## src/rtl/write_ptr_flag_block_if.sv

```systemverilog
// Write-side port bundle of the async FIFO pointer/flag block.
// The slave modport is the block's own view of these signals.
interface write_ptr_flag_block_if #(
    parameter int ADDR_SIZE = 3
);
    logic                 write_inc_i;
    logic [ADDR_SIZE:0]   read_pointer_i;
    logic [ADDR_SIZE:0]   almost_full_thresh_i;
    logic                 write_ovf_clear_i;
    logic                 write_accept_o;
    logic [ADDR_SIZE-1:0] write_addr_o;
    logic [ADDR_SIZE:0]   write_pointer_o;
    logic                 write_full_o;
    logic                 write_almost_full_o;
    logic [ADDR_SIZE:0]   write_level_o;
    logic                 write_overflow_o;

    modport slave (
        input  write_inc_i, read_pointer_i, almost_full_thresh_i, write_ovf_clear_i,
        output write_accept_o, write_addr_o, write_pointer_o, write_full_o,
               write_almost_full_o, write_level_o, write_overflow_o
    );

    modport master (
        output write_inc_i, read_pointer_i, almost_full_thresh_i, write_ovf_clear_i,
        input  write_accept_o, write_addr_o, write_pointer_o, write_full_o,
               write_almost_full_o, write_level_o, write_overflow_o
    );
endinterface

```

## src/rtl/write_ptr_flag_block.sv

```systemverilog
// Write-domain half of an async FIFO: binary/Gray write pointer, read-pointer
// synchroniser, and registered fill level, full, almost-full and sticky overflow.
module write_ptr_flag_block #(
    parameter int ADDR_SIZE   = 3,
    parameter int SYNC_STAGES = 2
) (
    input  logic                    write_clock_i,
    input  logic                    write_reset_i,
    write_ptr_flag_block_if.slave   bus
);
    localparam int PW    = ADDR_SIZE + 1;
    localparam int DEPTH = 1 << ADDR_SIZE;
    localparam logic [PW-1:0] DEPTH_W = PW'(DEPTH);

    function automatic logic [PW-1:0] gray_to_bin(input logic [PW-1:0] g);
        logic [PW-1:0] b;
        b[PW-1] = g[PW-1];
        for (int i = PW - 2; i >= 0; i--) begin
            b[i] = b[i+1] ^ g[i];
        end
        return b;
    endfunction

    logic [PW-1:0] r_sync [SYNC_STAGES];
    logic [PW-1:0] r_wbin;
    logic [PW-1:0] r_wgray;
    logic [PW-1:0] r_level;
    logic          r_full;
    logic          r_almost_full;
    logic          r_overflow;

    logic          w_accept;
    logic          w_ovf_event;
    logic [PW-1:0] w_rbin;
    logic [PW-1:0] w_wbin_next;
    logic [PW-1:0] w_level_next;
    logic [PW-1:0] w_thresh_eff;

    assign w_accept     = bus.write_inc_i & ~r_full;
    assign w_ovf_event  = bus.write_inc_i & r_full;
    assign w_rbin       = gray_to_bin(r_sync[SYNC_STAGES-1]);
    assign w_wbin_next  = r_wbin + PW'(w_accept);
    assign w_level_next = w_wbin_next - w_rbin;
    assign w_thresh_eff = (bus.almost_full_thresh_i > DEPTH_W) ? DEPTH_W : bus.almost_full_thresh_i;

    // Plain flop chain: the first stage may go metastable, so nothing
    // combinational may sit between stages.
    always_ff @(posedge write_clock_i) begin
        // NOTE: non-blocking assignments so every stage samples its
        // predecessor's pre-edge value; blocking would collapse the chain.
        if (write_reset_i) begin
            for (int i = 0; i < SYNC_STAGES; i++) r_sync[i] <= '0;
        end else begin
            r_sync[0] <= bus.read_pointer_i;
            for (int i = 1; i < SYNC_STAGES; i++) r_sync[i] <= r_sync[i-1];
        end
    end

    always_ff @(posedge write_clock_i) begin
        if (write_reset_i) begin
            r_wbin        <= '0;
            r_wgray       <= '0;
            r_level       <= '0;
            r_full        <= 1'b0;
            r_almost_full <= 1'b0;
            r_overflow    <= 1'b0;
        end else begin
            r_wbin        <= w_wbin_next;
            r_wgray       <= w_wbin_next ^ (w_wbin_next >> 1);
            r_level       <= w_level_next;
            r_full        <= (w_level_next == DEPTH_W);
            r_almost_full <= (w_level_next >= w_thresh_eff);
            // Set beats clear when both happen in one cycle.
            r_overflow    <= w_ovf_event | (r_overflow & ~bus.write_ovf_clear_i);
        end
    end

    assign bus.write_accept_o      = w_accept;
    assign bus.write_addr_o        = r_wbin[ADDR_SIZE-1:0];
    assign bus.write_pointer_o     = r_wgray;
    assign bus.write_full_o        = r_full;
    assign bus.write_almost_full_o = r_almost_full;
    assign bus.write_level_o       = r_level;
    assign bus.write_overflow_o    = r_overflow;
endmodule

```

## src/flat_wrapper.sv

```systemverilog
// flat-port wrapper written by rule: the top's interface ports become plain ports
module write_ptr_flag_block_flat 
#(
    parameter int ADDR_SIZE   = 3,
    parameter int SYNC_STAGES = 2
)
  (write_clock_i, write_reset_i, bus_write_inc_i, bus_read_pointer_i, bus_almost_full_thresh_i, bus_write_ovf_clear_i, bus_write_accept_o, bus_write_addr_o, bus_write_pointer_o, bus_write_full_o, bus_write_almost_full_o, bus_write_level_o, bus_write_overflow_o);
  write_ptr_flag_block_if #(.ADDR_SIZE(ADDR_SIZE)) bus_i ();
  input  logic write_clock_i;
  input  logic write_reset_i;
  input wire logic [$bits(bus_i.write_inc_i)-1:0] bus_write_inc_i;
  input wire logic [$bits(bus_i.read_pointer_i)-1:0] bus_read_pointer_i;
  input wire logic [$bits(bus_i.almost_full_thresh_i)-1:0] bus_almost_full_thresh_i;
  input wire logic [$bits(bus_i.write_ovf_clear_i)-1:0] bus_write_ovf_clear_i;
  output wire logic [$bits(bus_i.write_accept_o)-1:0] bus_write_accept_o;
  output wire logic [$bits(bus_i.write_addr_o)-1:0] bus_write_addr_o;
  output wire logic [$bits(bus_i.write_pointer_o)-1:0] bus_write_pointer_o;
  output wire logic [$bits(bus_i.write_full_o)-1:0] bus_write_full_o;
  output wire logic [$bits(bus_i.write_almost_full_o)-1:0] bus_write_almost_full_o;
  output wire logic [$bits(bus_i.write_level_o)-1:0] bus_write_level_o;
  output wire logic [$bits(bus_i.write_overflow_o)-1:0] bus_write_overflow_o;
  assign bus_i.write_inc_i = bus_write_inc_i;
  assign bus_i.read_pointer_i = bus_read_pointer_i;
  assign bus_i.almost_full_thresh_i = bus_almost_full_thresh_i;
  assign bus_i.write_ovf_clear_i = bus_write_ovf_clear_i;
  assign bus_write_accept_o = bus_i.write_accept_o;
  assign bus_write_addr_o = bus_i.write_addr_o;
  assign bus_write_pointer_o = bus_i.write_pointer_o;
  assign bus_write_full_o = bus_i.write_full_o;
  assign bus_write_almost_full_o = bus_i.write_almost_full_o;
  assign bus_write_level_o = bus_i.write_level_o;
  assign bus_write_overflow_o = bus_i.write_overflow_o;
  write_ptr_flag_block #(.ADDR_SIZE(ADDR_SIZE), .SYNC_STAGES(SYNC_STAGES)) u_core (.write_clock_i(write_clock_i), .write_reset_i(write_reset_i), .bus(bus_i));
endmodule
```

## config.mk

```make
export PLATFORM = sky130hd
export DESIGN_NAME = write_ptr_flag_block_flat
export DESIGN_NICKNAME = d
export VERILOG_FILES = /design/src/rtl/write_ptr_flag_block_if.sv /design/src/rtl/write_ptr_flag_block.sv /design/src/flat_wrapper.sv
export SDC_FILE = /design/constraint.sdc
export NUM_CORES = 1
export LEC_CHECK = 0
export ABC_AREA = 0
export CORE_UTILIZATION = 30
export CTS_BUF_LIST = sky130_fd_sc_hd__clkbuf_8
export DETAILED_ROUTE_END_ITERATION = 7
export PLACE_DENSITY = 0.55
export REMOVE_ABC_BUFFERS = 1
export SETUP_SLACK_MARGIN = 0.3
export SYNTH_ARGS = -nofsm -noshare
export SYNTH_HDL_FRONTEND = slang
export SYNTH_SLANG_ARGS = --single-unit
```

## constraint.sdc

```tcl
create_clock -name write_clock_i -period 7.19 [get_ports write_clock_i]
set_input_delay 1.438 -clock write_clock_i [delete_from_list [all_inputs] [get_ports write_clock_i]]
set_output_delay 1.438 -clock write_clock_i [all_outputs]
set_load 0.05 [all_outputs]
```

==> results of run 1 <==
cells by family after synthesis:
logic type               share of synthesized area (%)
XOR/XNOR                                          11.1
adder cells (fa/ha/maj)                           12.6
AND/OR/NAND/NOR                                   22.5
buffers and inverters                             2.76
AO/OA/AOI/OAI                                     3.55
multiplexers                                      1.18
flip-flops                                        46.3
power by group through the flow:
stage          clock network [µW]  logic, µW  registers, µW
6_report                     87.1        169            145
5_1_grt                      94.6        185            147
4_1_cts                      90.3        171            145
3_5_place_dp                    0        170            148
3_3_place_gp                    0        168            148
2_1_floorplan                   0       65.4            201
state kept, by name, indices dropped and copies added (netlist names):
name	cells
u_core.bus.write_pointer_o	4
u_core.bus.write_level_o	4
u_core.r_wbin	3
u_core.bus.write_almost_full_o	1
u_core.bus.write_full_o	1
u_core.bus.write_overflow_o	1
u_core.r_sync	8
per-layer routing:
layer,global-route usage [%],wire (µm)
met5,0,0
met4,4.08,23
met3,3.52,79
met2,17.7,767
met1,12.5,749
worst max-delay path: stages:
cell,delay (ps)
sky130_fd_sc_hd__clkdlybuf4s50_1,410
sky130_fd_sc_hd__nor2b_1,150
sky130_fd_sc_hd__ha_1,210
sky130_fd_sc_hd__ha_1,370
sky130_fd_sc_hd__inv_1,110
sky130_fd_sc_hd__fa_1,440
sky130_fd_sc_hd__xor2_1,220
sky130_fd_sc_hd__inv_1,70
sky130_fd_sc_hd__ha_1,290
sky130_fd_sc_hd__nand2_1,50
sky130_fd_sc_hd__o21ai_0,270
sky130_fd_sc_hd__or4b_1,470
sky130_fd_sc_hd__nand4_1,80
cell usage in the layout, fill, tap and decap left out:
cell	Yosys	layout
sky130_fd_sc_hd__a21oi_1	4	4
sky130_fd_sc_hd__nor2b_1	12	12
sky130_fd_sc_hd__xnor2_1	5	5
sky130_fd_sc_hd__nand2_1	5	5
sky130_fd_sc_hd__o21ai_0	1	1
sky130_fd_sc_hd__clkbuf_8	0	4
sky130_fd_sc_hd__nand4_1	1	1
sky130_fd_sc_hd__clkdlybuf4s50_1	0	26
sky130_fd_sc_hd__xor2_1	7	7
sky130_fd_sc_hd__a211o_1	1	1
sky130_fd_sc_hd__nand4b_1	1	1
sky130_fd_sc_hd__nor2_1	10	10
sky130_fd_sc_hd__nand2b_1	3	3
sky130_fd_sc_hd__dfxtp_1	22	22
sky130_fd_sc_hd__ha_1	8	8
sky130_fd_sc_hd__inv_1	5	5
sky130_fd_sc_hd__fa_1	1	1
sky130_fd_sc_hd__and3_1	1	1
sky130_fd_sc_hd__or4b_1	1	1
sky130_fd_sc_hd__nand3_1	3	3
sky130_fd_sc_hd__nand3b_1	1	1
sky130_fd_sc_hd__mux2_2	1	1
sky130_fd_sc_hd__nor3_1	2	2
metrics by stage:
stage	cell area (µm²)	instances	setup WS [ps]	util [%]
final	1310	169	2800	43.4
after global routing	1310	169	2540	43.4
after CTS	1310	169	2760	43.4
after detailed placement	1260	165	2500	41.6
after global placement	1260	165	2620	41.6
after floorplan	943	95	2550	-
final cells by class:
class | instances | area [µm²] | share of cell area [%]
tap | 44 | 55.1 | 4.19
clock buffer | 4 | 55.1 | 4.19
sequential | 22 | 440 | 33.5
timing repair buffer | 26 | 260 | 19.8
inverter | 5 | 18.8 | 1.43
multi-input combinational | 68 | 484 | 36.9
worst paths after layout:
check | from | to
max | bus_write_inc_i | u_core.bus.write_almost_full_o
min | u_core.r_sync[0][3] | u_core.r_sync[0][7]
max reg2reg | u_core.r_sync[0][7] | u_core.bus.write_almost_full_o
min reg2reg | u_core.r_sync[0][3] | u_core.r_sync[0][7]
==> run summary, run 1 <==
================================================================================
Reported net switching power ......................................       150 µW
Initial Util ......................................................        31.4%
Post-detailed-placement half-perimeter wirelength .................      1250 µm
Ratio of cells with drive above 1 in the final layout .............        4.00%
Data required, critical path ......................................      7390 ps
Die area ..........................................................     3400 µm²
Root buffer cell .................................................. sky130_fd_sc_hd__clkbuf_8
Chip width ........................................................      58.3 µm
Post-cts sizing count .............................................            0
Number of buffers added by the clock tree synthesis step ..........            3
Clk pwr share .....................................................        21.7%
Port Buffers ......................................................           26
Count of maximum capacitance violations ...........................            0
Yosys cell types ..................................................           22
Number of enable flip-flop cells after synthesis ..................            0
Max Slew Vio Count ................................................            0
Cell Int Power ....................................................       252 µW
DR iter-0 viols ...................................................            8
Vert. Die Dim .....................................................      58.3 µm
Leakage power figure ..............................................  0.000551 µW
Predominant post-synthesis flop cell .............................. sky130_fd_sc_hd__dfxtp_1
Final clock period utilization by the worst path ..................        61.0%
Unrepaired setup endpoints after global routing ...................        false
First-pass GRT wire length ........................................      2720 µm
# setup viols final ...............................................            0
List of most frequent post-synthesis cells ........................ sky130_fd_sc_hd__dfxtp_1, sky130_fd_sc_hd__nor2b_1, sky130_fd_sc_hd__nor2_1
TritonCTS sink count ..............................................           22
Critical setup path kind .......................................... input port to flop
Placeable core region .............................................     3030 µm²
Area of the mapped netlist ........................................      951 µm²
Worst reg-to-reg path cell count ..................................           12
Antenna diode instance count ......................................            0
Post CTS Setup Buffer Count .......................................            0
Total Routed Length ...............................................      1620 µm
Clock tree from TritonCTS .........................................          yes
Post-synthesis cell type with the largest combined area ........... sky130_fd_sc_hd__dfxtp_1
Minimum clock period ..............................................      4390 ps
Row Count .........................................................           20
Average detailed-routed wire length per instance ..................      9.59 µm
Final hold violations .............................................            0
Seq cells post-synth ..............................................           22
Data arrival time at the worst-slack endpoint .....................      4590 ps
Worst hold path depth .............................................            1
Final weighted congestion of routability-driven global placement ..        0.770
Outcome ........................................................... finished, final reports clean
Largest cells by area after synthesis ............................. sky130_fd_sc_hd__dfxtp_1, sky130_fd_sc_hd__ha_1, sky130_fd_sc_hd__nor2b_1, sky130_fd_sc_hd__xor2_1, sky130_fd_sc_hd__xnor2_1
Number of buffers inserted by hold repair at cts ..................            0
Number of antenna violations at the first check in global routing .            0
Vias in the first global route ....................................          658
Worst skew pair latency ...........................................       260 ps
Setup slack, reg-to-reg ...........................................      4120 ps
Class of the worst hold path ...................................... flop to flop
Combinational cell fraction of total power ........................        42.2%
Post-Synthesis Mean Instance Area .................................     9.80 µm²
Post-route setup TNS ..............................................         0 ps
Max Root-Sink Buffers .............................................            2
Register area share after synthesis ...............................        46.3%
WHS ...............................................................       437 ps
Maximum fanout along the worst path ...............................            4
Crit end category .................................................         flop
Worst relative slew slack .........................................        40.7%
Synth-to-layout area growth .......................................        38.2%
Tot GR Track Use ..................................................        10.6%
Post-synth ARST share .............................................           0%
CTS HTree Levels ..................................................            1
Pin count of the biggest net entering global routing ..............           26
Measured slew at the worst slew-check pin .........................       887 ps
Pwr Total .........................................................       401 µW
Net switching fraction of the power ...............................        37.3%
Global-route congestion overflow total ............................            0
Power share of the sequential group ...............................        36.1%
Power per unit of standard cell area ..............................   306 nW/µm²
Synth top area share ..............................................        46.3%
Clock-pin slew on the worst setup and hold paths ..................        80 ps
Clock Skew ........................................................      2.20 ps
DR vias/cell ......................................................         4.22
Number of fill cells ..............................................          307
Post-DRT Antenna Nets .............................................            0
Warnings, synthesis ...............................................            0
Number of nets in the final layout ................................          147
First-pass iteration count of the detailed router .................            6
Cell count after synthesis ........................................           97
Count of vias placed by the detailed router .......................          713
Max VDD drop ......................................................     0.110 mV
I/O Pins ..........................................................           27
Achievable Freq ...................................................    0.228 GHz
Residual DRC count ................................................            0
Most frequent cell after synthesis ................................ sky130_fd_sc_hd__dfxtp_1
Sort of element at the start of the critical path .................   input port
================================================================================
No activity file was read; power rests on OpenSTA's default activity.
==> inputs of run 2 (changes only) <==
--- a/config.mk
+++ b/config.mk
@@ -9,7 +9,7 @@
 export CORE_UTILIZATION = 30
 export CTS_BUF_LIST = sky130_fd_sc_hd__clkbuf_8
 export DETAILED_ROUTE_END_ITERATION = 7
-export PLACE_DENSITY = 0.55
+export PLACE_DENSITY = 0.57
 export REMOVE_ABC_BUFFERS = 1
 export SETUP_SLACK_MARGIN = 0.3
 export SYNTH_ARGS = -nofsm -noshare
==> constraint.sdc (replaced) <==
create_clock -name write_clock_i -period 3.9 [get_ports write_clock_i]
set_input_delay 0.78 -clock write_clock_i [delete_from_list [all_inputs] [get_ports write_clock_i]]
set_output_delay 0.78 -clock write_clock_i [all_outputs]
set_load 0.05 [all_outputs]
==> run 2 against run 1 <==
Via count increased by 1.7%. Clock skew down 1.4 ps. First-iteration DRC count shrank 25%. Global-route usage grew 1.1 points. Sequential share of layout area shrank 0.99 points. Highest routed layer unchanged.
==> run summary, run 2 (synthesized netlist as in run 1, its figures left out) <==
================================================================================
Antenna diode instance count ......................................            0   unchanged
Max Slew Vio Count ................................................            0   unchanged
Placeable core region .............................................     3030 µm²   unchanged
Root buffer cell .................................................. sky130_fd_sc_hd__clkbuf_8
Total area of multi-input combinational cells .....................      508 µm²   +4.9%
Clock-pin slew on the worst setup and hold paths ..................        70 ps   about the same
Maximum fanout along the worst path ...............................            3   -1
Row Count .........................................................           20   unchanged
Global-route congestion overflow total ............................            0   unchanged
Share of the core filled with cells in the final layout ...........        44.7%   +1.3 points
Worst reg-to-reg path cell count ..................................           12   unchanged
Residual DRC count ................................................            0   unchanged
Leakage power figure ..............................................  0.000562 µW   +2.0%
Unrepaired setup endpoints after global routing ...................        false
Setup slack of the critical path after layout .....................       448 ps   -2360 ps
Power per unit of standard cell area ..............................   544 nW/µm²   +78%
Achievable Freq ...................................................    0.290 GHz
First-pass iteration count of the detailed router .................            4   -2
Total Routed Length ...............................................      1680 µm   +3.4%
I/O Pins ..........................................................           27   unchanged
Initial Util ......................................................        31.4%   unchanged
Leading cell type in the layout, fill and taps excluded ........... sky130_fd_sc_hd__clkdlybuf4s50_1
Most frequent cells in the layout ................................. sky130_fd_sc_hd__clkdlybuf4s50_1, sky130_fd_sc_hd__dfxtp_1, sky130_fd_sc_hd__nor2b_1
TritonCTS sink count ..............................................           22   unchanged
DR iter-0 viols ...................................................            6   -2
Clock tree from TritonCTS .........................................          yes
Number of fill cells ..............................................          295   -3.9%
Port Buffers ......................................................           26   unchanged
Sort of element at the start of the critical path .................   input port
Biggest register .................................................. u_core.r_sync
Final clock period utilization by the worst path ..................        88.5%
Worst relative slew slack .........................................        67.0%   +26 points
Start point of the critical path .................................. bus_write_inc_i
CTS HTree Levels ..................................................            1   unchanged
Data arrival time at the worst-slack endpoint .....................      3650 ps   -940 ps
Final weighted congestion of routability-driven global placement ..        0.768   -0.18%
Critical setup path kind .......................................... input port to flop
Post-Place Setup Slack ............................................      84.5 ps   -2410 ps
FF/Latch Area .....................................................      440 µm²   unchanged
Max reg flops .....................................................            8   unchanged
Number of nets in the final layout ................................          151   +2.7%
Outcome ........................................................... finished, final reports clean
Count of vias placed by the detailed router .......................          725   +1.7%
Average detailed-routed wire length per instance ..................      9.74 µm   +1.6%
Post-DRT Antenna Nets .............................................            0   unchanged
DR vias/cell ......................................................         4.22   about the same
Count of maximum capacitance violations ...........................            0   unchanged
Data required, critical path ......................................      4100 ps   -3290 ps
Worst hold path depth .............................................            1   unchanged
Ratio of cells with drive above 1 in the final layout .............        10.2%   +6.2 points
Measured slew at the worst slew-check pin .........................       494 ps   -393 ps
Final hold violations .............................................            0   unchanged
Number of buffers inserted by hold repair at cts ..................            0   unchanged
Number of antenna violations at the first check in global routing .            0   unchanged
Clock Skew ........................................................     0.774 ps   -1.43 ps
Chip width ........................................................      58.3 µm   unchanged
Post-detailed-placement half-perimeter wirelength .................      1280 µm   +3.0%
R2r startpoint .................................................... u_core.r_sync[0][7]
Number of buffers added by the clock tree synthesis step ..........            3   unchanged
Endpoint of the worst register-to-register path ................... u_core.bus.write_almost_full_o
First-pass GRT wire length ........................................      2960 µm   +8.9%
Pin count of the biggest net entering global routing ..............           26   unchanged
Vias in the first global route ....................................          692   +5.2%
Setup slack, reg-to-reg ...........................................       980 ps   -3140 ps
Tot GR Track Use ..................................................        11.6%   +1.1 points
Synth-to-layout area growth .......................................        42.4%
Crit end category .................................................         flop
Max Root-Sink Buffers .............................................            2   unchanged
Minimum clock period ..............................................      3450 ps
Worst skew pair latency ...........................................       250 ps   about the same
Max VDD drop ......................................................     0.186 mV   +69%
Endpoint of the worst setup timing path ........................... u_core.bus.write_almost_full_o
Die area ..........................................................     3400 µm²   unchanged
Class of the worst hold path ...................................... flop to flop
# setup viols final ...............................................            0   unchanged
Vert. Die Dim .....................................................      58.3 µm   unchanged
================================================================================
[run 2: cell count changes in the layout (fill, tap and decap cells not counted), moves of 2 or more]
cell | before | now
sky130_fd_sc_hd__buf_4 | 0 | 4
sky130_fd_sc_hd__ha_1 | 8 | 6
sky130_fd_sc_hd__ha_2 | 0 | 2
sky130_fd_sc_hd__xor2_1 | 7 | 5
sky130_fd_sc_hd__xor2_2 | 0 | 2
[run 2: how the worst min path moves through the flow]
stage | startpoint | to | slack (ps)
after floorplan | u_core.r_sync[0][0] | u_core.r_sync[0][4] | 410
after global placement | u_core.r_sync[0][1] | u_core.r_sync[0][5] | 420
after detailed placement | u_core.r_sync[0][2] | u_core.r_sync[0][6] | 430
after CTS | u_core.r_sync[0][2] | u_core.r_sync[0][6] | 440
after global routing | u_core.r_sync[0][2] | u_core.r_sync[0][6] | 460
final | u_core.r_sync[0][2] | u_core.r_sync[0][6] | 440
[run 2: final cells by class]
class                   instances  area share (%)
flip-flops and latches         22            32.5
clock buffers                   3            3.05
inverters                       5            1.39
multi-input cells              68            37.5
well taps                      44            4.07
repair buffers                 30            21.4
[run 2: metal layers]
metal | wire, µm | share of wire (%) | GRT usage, %
met1 | 751 | 45 | 14.1
met2 | 799 | 48 | 18.7
met3 | 102 | 6.1 | 4.62
met4 | 21 | 1.3 | 4.08
met5 | 0 | 0 | 0
[run 2: metrics by stage]
step	TNS, ps	hold slack, ps	total power [µW]	instances	area (µm²)
global placement	0	419	597	169	1290
detailed placement	0	426	600	169	1290
floorplan	-79.7	414	491	95	943
finish	0	438	737	172	1350
CTS	0	444	739	172	1330
global route	0	464	796	172	1350
[run 2: what timing repair did]
action	in CTS	in global routing
gates resized for setup	0	6
endpoints found under the setup margin	0	1
setup buffers	0	0
[run 2: worst max-delay path: stages]
cell and delay [ps]:
sky130_fd_sc_hd__clkdlybuf4s50_1 410, sky130_fd_sc_hd__nor2b_1 150, sky130_fd_sc_hd__ha_2 190, sky130_fd_sc_hd__ha_2 320
sky130_fd_sc_hd__inv_1 60, sky130_fd_sc_hd__fa_1 460, sky130_fd_sc_hd__xor2_2 210, sky130_fd_sc_hd__inv_1 70
sky130_fd_sc_hd__ha_1 290, sky130_fd_sc_hd__nand2_1 60, sky130_fd_sc_hd__o21ai_2 120, sky130_fd_sc_hd__or4b_1 440
sky130_fd_sc_hd__nand4_1 80
[run 2: where the power goes]
| group | switching, µW | internal [µW] |
|---|---|---|
| Clock | 65.7 | 68.8 |
| Combinational | 200 | 135 |
| Sequential | 11.2 | 256 |
